$ cat src/rtl/tt_pad_bank_ctrl.sv
// Pad-bank controller: serial config shadow, break-before-make commit sequencer,
// registered pad-control decode and per-pad input synchroniser/deglitcher.
module tt_pad_bank_ctrl #(
    parameter int N_PADS   = 8,
    parameter int TURN_CYC = 4,
    parameter int FILT_CYC = 3
) (
    input  logic              clk,
    input  logic              rst,
    input  logic              cfg_shift,
    input  logic              cfg_sdi,
    output logic              cfg_sdo,
    input  logic              cfg_apply,
    output logic              cfg_busy,
    input  logic [N_PADS-1:0] core_out,
    input  logic [N_PADS-1:0] core_oe,
    output logic [N_PADS-1:0] core_in,
    input  logic [N_PADS-1:0] pad_Y,
    output logic [N_PADS-1:0] pad_A,
    output logic [N_PADS-1:0] pad_OE,
    output logic [N_PADS-1:0] pad_IE,
    output logic [N_PADS-1:0] pad_SL,
    output logic [N_PADS-1:0] pad_CS,
    output logic [N_PADS-1:0] pad_PD,
    output logic [N_PADS-1:0] pad_PU
);

    // state    | meaning
    // ST_IDLE  | active config in use, pads driven normally
    // ST_DRAIN | all OE held low for TURN_CYC cycles, old pulls/SL/CS kept
    // ST_APPLY | shadow copied into active, OE still held low

    localparam int          SH_W      = N_PADS * 6;
    localparam logic [5:0]  RST_WORD  = 6'b000100;
    localparam logic [7:0]  TURN_LOAD = 8'(TURN_CYC - 1);

    typedef enum logic [1:0] {
        ST_IDLE,
        ST_DRAIN,
        ST_APPLY
    } state_t;

    state_t            state;
    state_t            state_nxt;
    logic [7:0]        turn_cnt;
    logic [7:0]        turn_cnt_nxt;
    logic              pending;
    logic              pending_nxt;
    logic [SH_W-1:0]   shadow;
    logic [SH_W-1:0]   active;
    logic [SH_W-1:0]   active_nxt;

    logic [N_PADS-1:0] oe_dec;
    logic [N_PADS-1:0] ie_dec;
    logic [N_PADS-1:0] pd_dec;
    logic [N_PADS-1:0] pu_dec;
    logic [N_PADS-1:0] sl_dec;
    logic [N_PADS-1:0] cs_dec;
    logic [1:0]        mode;

    logic [N_PADS-1:0] sync_q1;
    logic [N_PADS-1:0] sync_q2;
    logic [N_PADS-1:0] filt_val;

    always_ff @(posedge clk or posedge rst) begin
        if (rst) begin
            shadow <= {N_PADS{RST_WORD}};
        end else if (cfg_shift) begin
            shadow <= {shadow[SH_W-2:0], cfg_sdi};
        end
    end

    assign cfg_sdo  = shadow[SH_W-1];
    assign cfg_busy = (state != ST_IDLE);

    always_ff @(posedge clk or posedge rst) begin
        if (rst) begin
            state    <= ST_IDLE;
            turn_cnt <= '0;
            pending  <= 1'b0;
            active   <= {N_PADS{RST_WORD}};
        end else begin
            state    <= state_nxt;
            turn_cnt <= turn_cnt_nxt;
            pending  <= pending_nxt;
            active   <= active_nxt;
        end
    end

    always_comb begin
        state_nxt    = state;
        turn_cnt_nxt = turn_cnt;
        pending_nxt  = pending;
        active_nxt   = active;
        case (state)
            ST_IDLE: begin
                if (cfg_apply) begin
                    state_nxt    = ST_DRAIN;
                    turn_cnt_nxt = TURN_LOAD;
                end
            end
            ST_DRAIN: begin
                if (cfg_apply) begin
                    pending_nxt = 1'b1;
                end
                if (turn_cnt == 8'd0) begin
                    state_nxt = ST_APPLY;
                end else begin
                    turn_cnt_nxt = turn_cnt - 8'd1;
                end
            end
            ST_APPLY: begin
                active_nxt = shadow;
                // A request arriving in this cycle merges with any pending one.
                if (pending || cfg_apply) begin
                    state_nxt    = ST_DRAIN;
                    turn_cnt_nxt = TURN_LOAD;
                    pending_nxt  = 1'b0;
                end else begin
                    state_nxt = ST_IDLE;
                end
            end
            default: begin
                state_nxt = ST_IDLE;
            end
        endcase
    end

    // Decode from the config the pads will see next, so OE drops on the edge
    // that enters DRAIN and only returns together with the new config.
    always_comb begin
        oe_dec = '0;
        ie_dec = '0;
        pd_dec = '0;
        pu_dec = '0;
        sl_dec = '0;
        cs_dec = '0;
        mode   = '0;
        for (int i = 0; i < N_PADS; i++) begin
            mode      = active_nxt[6*i +: 2];
            ie_dec[i] = mode[0];
            oe_dec[i] = (mode == 2'b10) || ((mode == 2'b11) && core_oe[i]);
            pd_dec[i] = active_nxt[6*i + 2];
            pu_dec[i] = active_nxt[6*i + 3];
            sl_dec[i] = active_nxt[6*i + 4];
            cs_dec[i] = active_nxt[6*i + 5];
        end
        if (state_nxt != ST_IDLE) begin
            oe_dec = '0;
        end
    end

    always_ff @(posedge clk or posedge rst) begin
        if (rst) begin
            pad_A  <= '0;
            pad_OE <= '0;
            pad_IE <= '0;
            pad_SL <= '0;
            pad_CS <= '0;
            pad_PD <= '1;
            pad_PU <= '0;
        end else begin
            pad_A  <= core_out;
            pad_OE <= oe_dec;
            pad_IE <= ie_dec;
            pad_SL <= sl_dec;
            pad_CS <= cs_dec;
            pad_PD <= pd_dec;
            pad_PU <= pu_dec;
        end
    end

    always_ff @(posedge clk or posedge rst) begin
        if (rst) begin
            sync_q1 <= '0;
            sync_q2 <= '0;
        end else begin
            sync_q1 <= pad_Y;
            sync_q2 <= sync_q1;
        end
    end

    generate
        if (FILT_CYC == 0) begin : g_nofilt
            assign filt_val = sync_q2;
        end else begin : g_filt
            localparam int             CW      = ($clog2(FILT_CYC) > 0) ? $clog2(FILT_CYC) : 1;
            localparam logic [CW-1:0]  FILT_TC = CW'(FILT_CYC - 1);

            logic [N_PADS-1:0]         filt_q;
            logic [N_PADS-1:0][CW-1:0] filt_cnt;

            // Counter runs only while the synced input disagrees with the output.
            always_ff @(posedge clk or posedge rst) begin
                if (rst) begin
                    filt_q   <= '0;
                    filt_cnt <= '0;
                end else begin
                    for (int i = 0; i < N_PADS; i++) begin
                        if (sync_q2[i] == filt_q[i]) begin
                            filt_cnt[i] <= '0;
                        end else if (filt_cnt[i] == FILT_TC) begin
                            filt_q[i]   <= sync_q2[i];
                            filt_cnt[i] <= '0;
                        end else begin
                            filt_cnt[i] <= filt_cnt[i] + 1'b1;
                        end
                    end
                end
            end

            assign filt_val = filt_q;
        end
    endgenerate

    assign core_in = filt_val & pad_IE;

endmodule

$ cat config.mk
export PLATFORM = sky130hd
export DESIGN_NAME = tt_pad_bank_ctrl
export DESIGN_NICKNAME = d
export VERILOG_FILES = /design/src/rtl/tt_pad_bank_ctrl.sv
export SDC_FILE = /design/constraint.sdc
export NUM_CORES = 1
export LEC_CHECK = 0
export CAP_MARGIN = 20
export CORE_UTILIZATION = 40
export CTS_CLUSTER_DIAMETER = 60
export DETAILED_ROUTE_END_ITERATION = 10
export GPL_ROUTABILITY_DRIVEN = 0
export PLACE_DENSITY = 0.74
export REMOVE_ABC_BUFFERS = 1
export SLEW_MARGIN = 20
export SYNTH_ARGS = -nofsm -noshare
export SYNTH_HDL_FRONTEND = slang
export SYNTH_SLANG_ARGS = --single-unit
export TNS_END_PERCENT = 20
$ cat constraint.sdc
create_clock -name clk -period 6.5 [get_ports clk]
set_clock_uncertainty 0.2 [all_clocks]
set_input_delay 0.975 -clock clk [delete_from_list [all_inputs] [get_ports clk]]
set_output_delay 0.975 -clock clk [all_outputs]
set_load 0.05 [all_outputs]
==> results of run 1 <==
-- per-layer routing --
metal	vias up	routed length (um)	global-route usage
met4	0	163	0.0574
li1	1523	-	-
met2	84	4800	0.215
met3	11	459	0.0442
met1	1683	4730	0.177
met5	-	0	0
-- area by class of cell --
cell class / count / area [um^2]
clock buffer: 21 / 450
clock inverter: 11 / 80.1
fill: 1317 / 7600
inverter: 3 / 16.3
multi-input combinational: 199 / 1850
sequential: 163 / 4100
tap: 211 / 264
timing repair buffer: 96 / 953
-- how the worst max path moves through the flow --
| stage | cells after the start | end | slack, ns | from |
|---|---|---|---|---|
| 2_1_floorplan | 1 | active[13]$_DFF_PP0_ | 0.95 | rst |
| 3_3_place_gp | 3 | filt_val[7]$_DFFE_PP0P_ | 3.37 | rst |
| 3_5_place_dp | 3 | sync_q2[7]$_DFF_PP0_ | 3.31 | rst |
| 4_1_cts | 2 | cfg_busy | 3.42 | state[0]$_DFF_PP0_ |
| 5_1_grt | 2 | cfg_busy | 3.39 | state[0]$_DFF_PP0_ |
| 6_report | 2 | cfg_busy | 3.44 | state[0]$_DFF_PP0_ |
-- cells by family (layout without fill, tap and decap cells) --
logic type,after synthesis,in the layout
compound gates,12,12
buf+inv,54,131
flops,163,163
simple gates,69,69
fa+ha+maj,2,2
xor+xnor,10,10
mux,106,106
-- stage by stage --
| stage | cell area (um^2) | util |
|---|---|---|
| after floorplan | 5960 | - |
| after global placement | 7180 | 0.469 |
| after detailed placement | 7180 | 0.469 |
| after CTS | 7710 | 0.504 |
| after global routing | 7710 | 0.504 |
| final | 7710 | 0.504 |
-- cell usage after synthesis, drive strengths merged, types with 4 or more instances --
cell type	n
and3b	8
and2	8
mux2	105
xnor2	8
nand2b	10
buf	49
nor3b	8
dfrtp	147
nor2b	8
o211ai	4
dfstp	16
nand2	4
nor3	10
-- power by group through the flow --
stage / clock (uW) / combinational [uW] / sequential (uW)
2_1_floorplan: 0 / 318 / 1350
3_3_place_gp: 0 / 416 / 1360
3_5_place_dp: 0 / 440 / 1380
4_1_cts: 915 / 442 / 1360
5_1_grt: 953 / 481 / 1390
6_report: 887 / 433 / 1360
==> impl_metrics.env, run 1 <==
export IMPL_finalHoldViolCount=0
export IMPL_insertion_delay_ns=0.42
export IMPL_critPathRequiredTime_ns=5.32
export IMPL_largest_register="shadow"
export IMPL_power_internal_uw=1950
export IMPL_synthSimpleGateAreaFrac=0.0708
export IMPL_tightest_slew_ns=0.847
export IMPL_synth_area_per_cell_um2=15.2
export IMPL_final_cell_mix="147 x dfrtp_1, 93 x clkdlybuf4s50_1, 74 x mux2_2"
export IMPL_maxSlewHeadroom=0.435
export IMPL_hold_end="sync_q2[2]$_DFF_PP0_"
export IMPL_start_util=0.413
export IMPL_wire_per_inst_um=14.4
export IMPL_dieArea_um2=16300
export IMPL_power_per_cell_area_nw_per_um2=347
export IMPL_layout_commonest_cell="dfrtp_1"
export IMPL_grt_pass1_wl_um=17200
export IMPL_grt_overflow=0
export IMPL_cp_max_fo=8
export IMPL_synthFlopType="dfrtp_1"
export IMPL_drive_above_1_share=0.262
export IMPL_num_rows=45
export IMPL_largestRegisters="shadow (48), g_filt.filt_cnt (16), active (13)"
export IMPL_setup_ws_ns=3.44
export IMPL_antennaDiodeCount=0
export IMPL_p_seq_frac=0.508
export IMPL_whs_ns=0.145
export IMPL_track_usage=0.138
export IMPL_largest_reg_flops=48
export IMPL_start_kind="register"
export IMPL_swShare=0.273
export IMPL_root_buffer="clkbuf_16"
export IMPL_power_total_uw=2680
export IMPL_fin_nets=511
export IMPL_pwr_share_comb=0.162
export IMPL_dpl_cell_count=672
export IMPL_grt_pass1_vias=3488
export IMPL_min_period_ns=3.06
export IMPL_drtIter0Drc=172
export IMPL_grt_max_degree=99
export IMPL_ys_types=39
export IMPL_r2r_cells=5
export IMPL_yosysTopAreaCellShare=0.582
export IMPL_drcViolationCount=0
export IMPL_postCtsHoldBufs=0
export IMPL_numCtsBuffers=17
export IMPL_synthCells=416
export IMPL_regToRegSetupSlack_ns=4.10
export IMPL_crit_family="buffers and inverters"
export IMPL_outcome="complete, no violations"
export IMPL_cp_slowest_stage_delay_ns=0.70
export IMPL_pre_cts_ws_ns=3.31
export IMPL_cts_setup_buffers=0
export IMPL_clkPwrFrac=0.331
export IMPL_vdd_drop_max_uv=207
export IMPL_end_kind="primary output"
export IMPL_h_tree_depth=4
export IMPL_ant_nets=0
export IMPL_setup_viol=0
export IMPL_cp_slowest_cell="clkdlybuf4s50_1"
export IMPL_synth_area_leaders="dfrtp_1 58%, mux2_2 13%, dfstp_2 6.6%"
export IMPL_die_width_um=128
export IMPL_wl_um=10200
export IMPL_drv_slew=0
export IMPL_synth_top_family_by_area="multiplexers"
export IMPL_clkSinkCount=163
export IMPL_synthAdderAreaFrac=0.00396
export IMPL_grt_setup_unrepaired="no"
export IMPL_coreArea_um2=15300
export IMPL_period_share=0.470
export IMPL_cap_violations=0
export IMPL_dieHeight_um=128
export IMPL_whs_path_depth=0
export IMPL_rr_startpoint="state[0]$_DFF_PP0_"
export IMPL_hold_class="register to register"
export IMPL_ys_async_sr_fraction=1.00
export IMPL_synth_compound_area_share=0.0146
export IMPL_synth_xor_area_frac=0.0139
export IMPL_via_per_inst=4.69
export IMPL_synth_edf_count=0
export IMPL_ioPinCount=95
export IMPL_ys_warn_count=0
export IMPL_netlist_area_um2=6320
export IMPL_rr_endpoint="pad_OE[2]$_DFF_PP0_"
export IMPL_critical_path_class="register to primary output"
export IMPL_worstPathCellList="or2_2 > clkdlybuf4s50_1"
export IMPL_arrival_ns=1.88
export IMPL_power_switching_uw=733
export IMPL_yosysSeqAreaShare=0.648
export IMPL_synth_area_leader_cell="dfrtp_1"
export IMPL_stdcell_count=704
export IMPL_fin_setup_tns_ns=0
export IMPL_cts_tree="built"
export IMPL_antenna_found_initial=0
export IMPL_clockBufferDepth=2
export IMPL_synthMuxAreaShare=0.189
export IMPL_portBuffers=94
export IMPL_dr_pass1_iters=4
export IMPL_worst_path_buf_inv=1
export IMPL_hold_start="sync_q1[2]$_DFF_PP0_"
export IMPL_cts_resized=0
export IMPL_power_leakage_uw=0.00351
export IMPL_cts_clk_slew_worst_paths_ns=0.06
export IMPL_area_growth_pct=22.0
export IMPL_ys_ff_latch=163
export IMPL_dp_hpwl_um=6700
export IMPL_fmax_mhz=327
export IMPL_num_vias=3301
(Power assumes the default switching activity.)
==> run 2: changes to the inputs <==
PLACE_DENSITY = 0.76   (was 0.74)
clock period = 2.7 ns   (was 6.5 ns; I/O delays follow)
==> run 2 against run 1 <==
  * Count of clock-buffer cells in the layout is 4 lower
  * Sequential share of layout area is 0.86 points lower
  * Hold slack better by 0.0035 ns
  * Non-clock buffer count is 4 higher
  * Sequential power is 140% higher
  * Die area stayed put
  * Final cell count is 0.57% higher
  * First-iteration DRC count is 1.2% higher
  * Largest cell class unchanged
==> impl_metrics.env, run 2 (synthesized netlist as in run 1, its figures left out) <==
export IMPL_wl_um=10800
export IMPL_period_share=0.909
export IMPL_fmax_mhz=408
export IMPL_start_kind="register"
export IMPL_clkPwrFrac=0.352
export IMPL_insertion_delay_ns=0.42
export IMPL_clkSinkCount=163
export IMPL_finalHoldViolCount=0
export IMPL_ioPinCount=95
export IMPL_grt_pass1_vias=3631
export IMPL_antenna_found_initial=0
export IMPL_drv_slew=0
export IMPL_critical_path_class="register to primary output"
export IMPL_track_usage=0.149
export IMPL_multi_input_area_um2=1850
export IMPL_clockBufferDepth=2
export IMPL_antennaDiodeCount=0
export IMPL_start_util=0.413
export IMPL_power_leakage_uw=0.00358
export IMPL_grt_overflow=0
export IMPL_cts_tree="built"
export IMPL_dr_pass1_iters=4
export IMPL_portBuffers=94
export IMPL_final_cell_mix="147 x dfrtp_1, 93 x clkdlybuf4s50_1, 74 x mux2_2"
export IMPL_grt_max_degree=56
export IMPL_wire_per_inst_um=15.2
export IMPL_swShare=0.272
export IMPL_numCtsBuffers=17
export IMPL_power_total_uw=6690
export IMPL_cts_setup_buffers=0
export IMPL_largest_register="shadow"
export IMPL_placed_cell_area_um2=7260
export IMPL_critPathRequiredTime_ns=2.10
export IMPL_outcome="complete, no violations"
export IMPL_drtIter0Drc=174
export IMPL_tightest_slew_ns=0.547
export IMPL_largest_reg_flops=48
export IMPL_drive_above_1_share=0.274
export IMPL_power_switching_uw=1820
export IMPL_design_area_um2=7840
export IMPL_grt_setup_unrepaired="no"
export IMPL_root_buffer="clkbuf_16"
export IMPL_grt_pass1_wl_um=18300
export IMPL_layout_commonest_cell="dfrtp_1"
export IMPL_fillers=1281
export IMPL_h_tree_depth=4
export IMPL_fin_nets=515
export IMPL_maxSlewHeadroom=0.634
export IMPL_power_internal_uw=4870
export IMPL_end_kind="primary output"
export IMPL_die_width_um=128
export IMPL_power_per_cell_area_nw_per_um2=853
export IMPL_cts_clk_slew_worst_paths_ns=0.06
export IMPL_via_per_inst=4.74
export IMPL_dieArea_um2=16300
export IMPL_dieHeight_um=128
export IMPL_cts_resized=0
export IMPL_num_rows=45
export IMPL_dp_hpwl_um=7300
export IMPL_postCtsHoldBufs=0
export IMPL_grtUsageMet1=0.178
export IMPL_cp_max_fo=8
export IMPL_hold_class="register to register"
export IMPL_utilization=0.512
export IMPL_fin_setup_tns_ns=0
export IMPL_cap_violations=0
export IMPL_setup_viol=0
export IMPL_vdd_drop_max_uv=462
export IMPL_ant_nets=0
export IMPL_grtUsageMet3=0.0563
export IMPL_p_seq_frac=0.489
export IMPL_coreArea_um2=15300
export IMPL_largestRegisters="shadow (48), g_filt.filt_cnt (16), active (13)"
export IMPL_area_growth_pct=24.0
export IMPL_min_period_ns=2.45
export IMPL_regToRegSetupSlack_ns=0.67
export IMPL_use_met2=0.245
export IMPL_arrival_ns=1.85
export IMPL_drcViolationCount=0
export IMPL_num_vias=3359
export IMPL_seq_area_um2=4100
export IMPL_busiest_layer="met2"
export IMPL_pwr_share_comb=0.159
[run 2: cell count changes in the layout (fill, tap and decap cells not counted), sizes merged]
cell,before,now
buf,3,7
clkbuf,21,17
inv,5,8
bufinv,0,2
clkinvlp,4,3
[run 2: path summary, 6_finish.rpt]
| kind | start | endpoint | cells past startpoint |
|---|---|---|---|
| setup reg to reg | state[0]$_DFF_PP0_ | pad_OE[7]$_DFF_PP0_ | 5 |
| hold reg to reg | sync_q1[3]$_DFF_PP0_ | sync_q2[3]$_DFF_PP0_ | 0 |
| max in group asynchronous | rst | shadow[20]$_DFFE_PP1P_ | 3 |
| min in group asynchronous | rst | g_filt.filt_cnt[14]$_DFF_PP0_ | 2 |
| hold / removal | sync_q1[3]$_DFF_PP0_ | sync_q2[3]$_DFF_PP0_ | 0 |
| setup / recovery | state[0]$_DFF_PP0_ | cfg_busy | 2 |
[run 2: layout make-up]
class | count | share of cell area
flip-flops and latches | 163 | 0.523
multi-input cells | 199 | 0.236
repair buffers | 100 | 0.131
clock buffers | 17 | 0.0542
well taps | 211 | 0.0337
clock inverters | 15 | 0.0198
inverters | 3 | 0.00207
[run 2: routing by layer]
metal	vias up	wire (um)
met2	76	5430
met5	-	0
li1	1535	-
met4	0	117
met1	1735	4710
met3	13	545
[run 2: critical path, cell delays in order, from the launching register on]
cell and delay (ns):
dfrtp_1 0.43, or2_2 0.31, clkdlybuf4s50_1 0.70
[run 2: through the flow]
| stage | cells | hold WS [ns] | setup WS [ns] |
|---|---|---|---|
| after detailed placement | 676 | 0.137 | 0.377 |
| after CTS | 708 | 0.153 | 0.214 |
| after global routing | 708 | 0.160 | 0.165 |
| after floorplan | 365 | 0.131 | -2.28 |
| after global placement | 676 | 0.134 | 0.472 |
| final | 708 | 0.149 | 0.247 |
[run 2: power groups by stage]
stage | clock [uW] | combinational, uW | sequential, uW
global placement | 0 | 1020 | 3270
CTS | 2430 | 1090 | 3280
global route | 2540 | 1180 | 3350
finish | 2350 | 1060 | 3270
detailed placement | 0 | 1080 | 3320
floorplan | 0 | 766 | 3250
==> run 3: changes to the inputs <==
SKIP_CTS_REPAIR_TIMING = 1   (was not set)
SLEW_MARGIN = 15   (was 20)
==> results of run 3 <==
Final layout, timing and power as in run 2 (identical DEF).
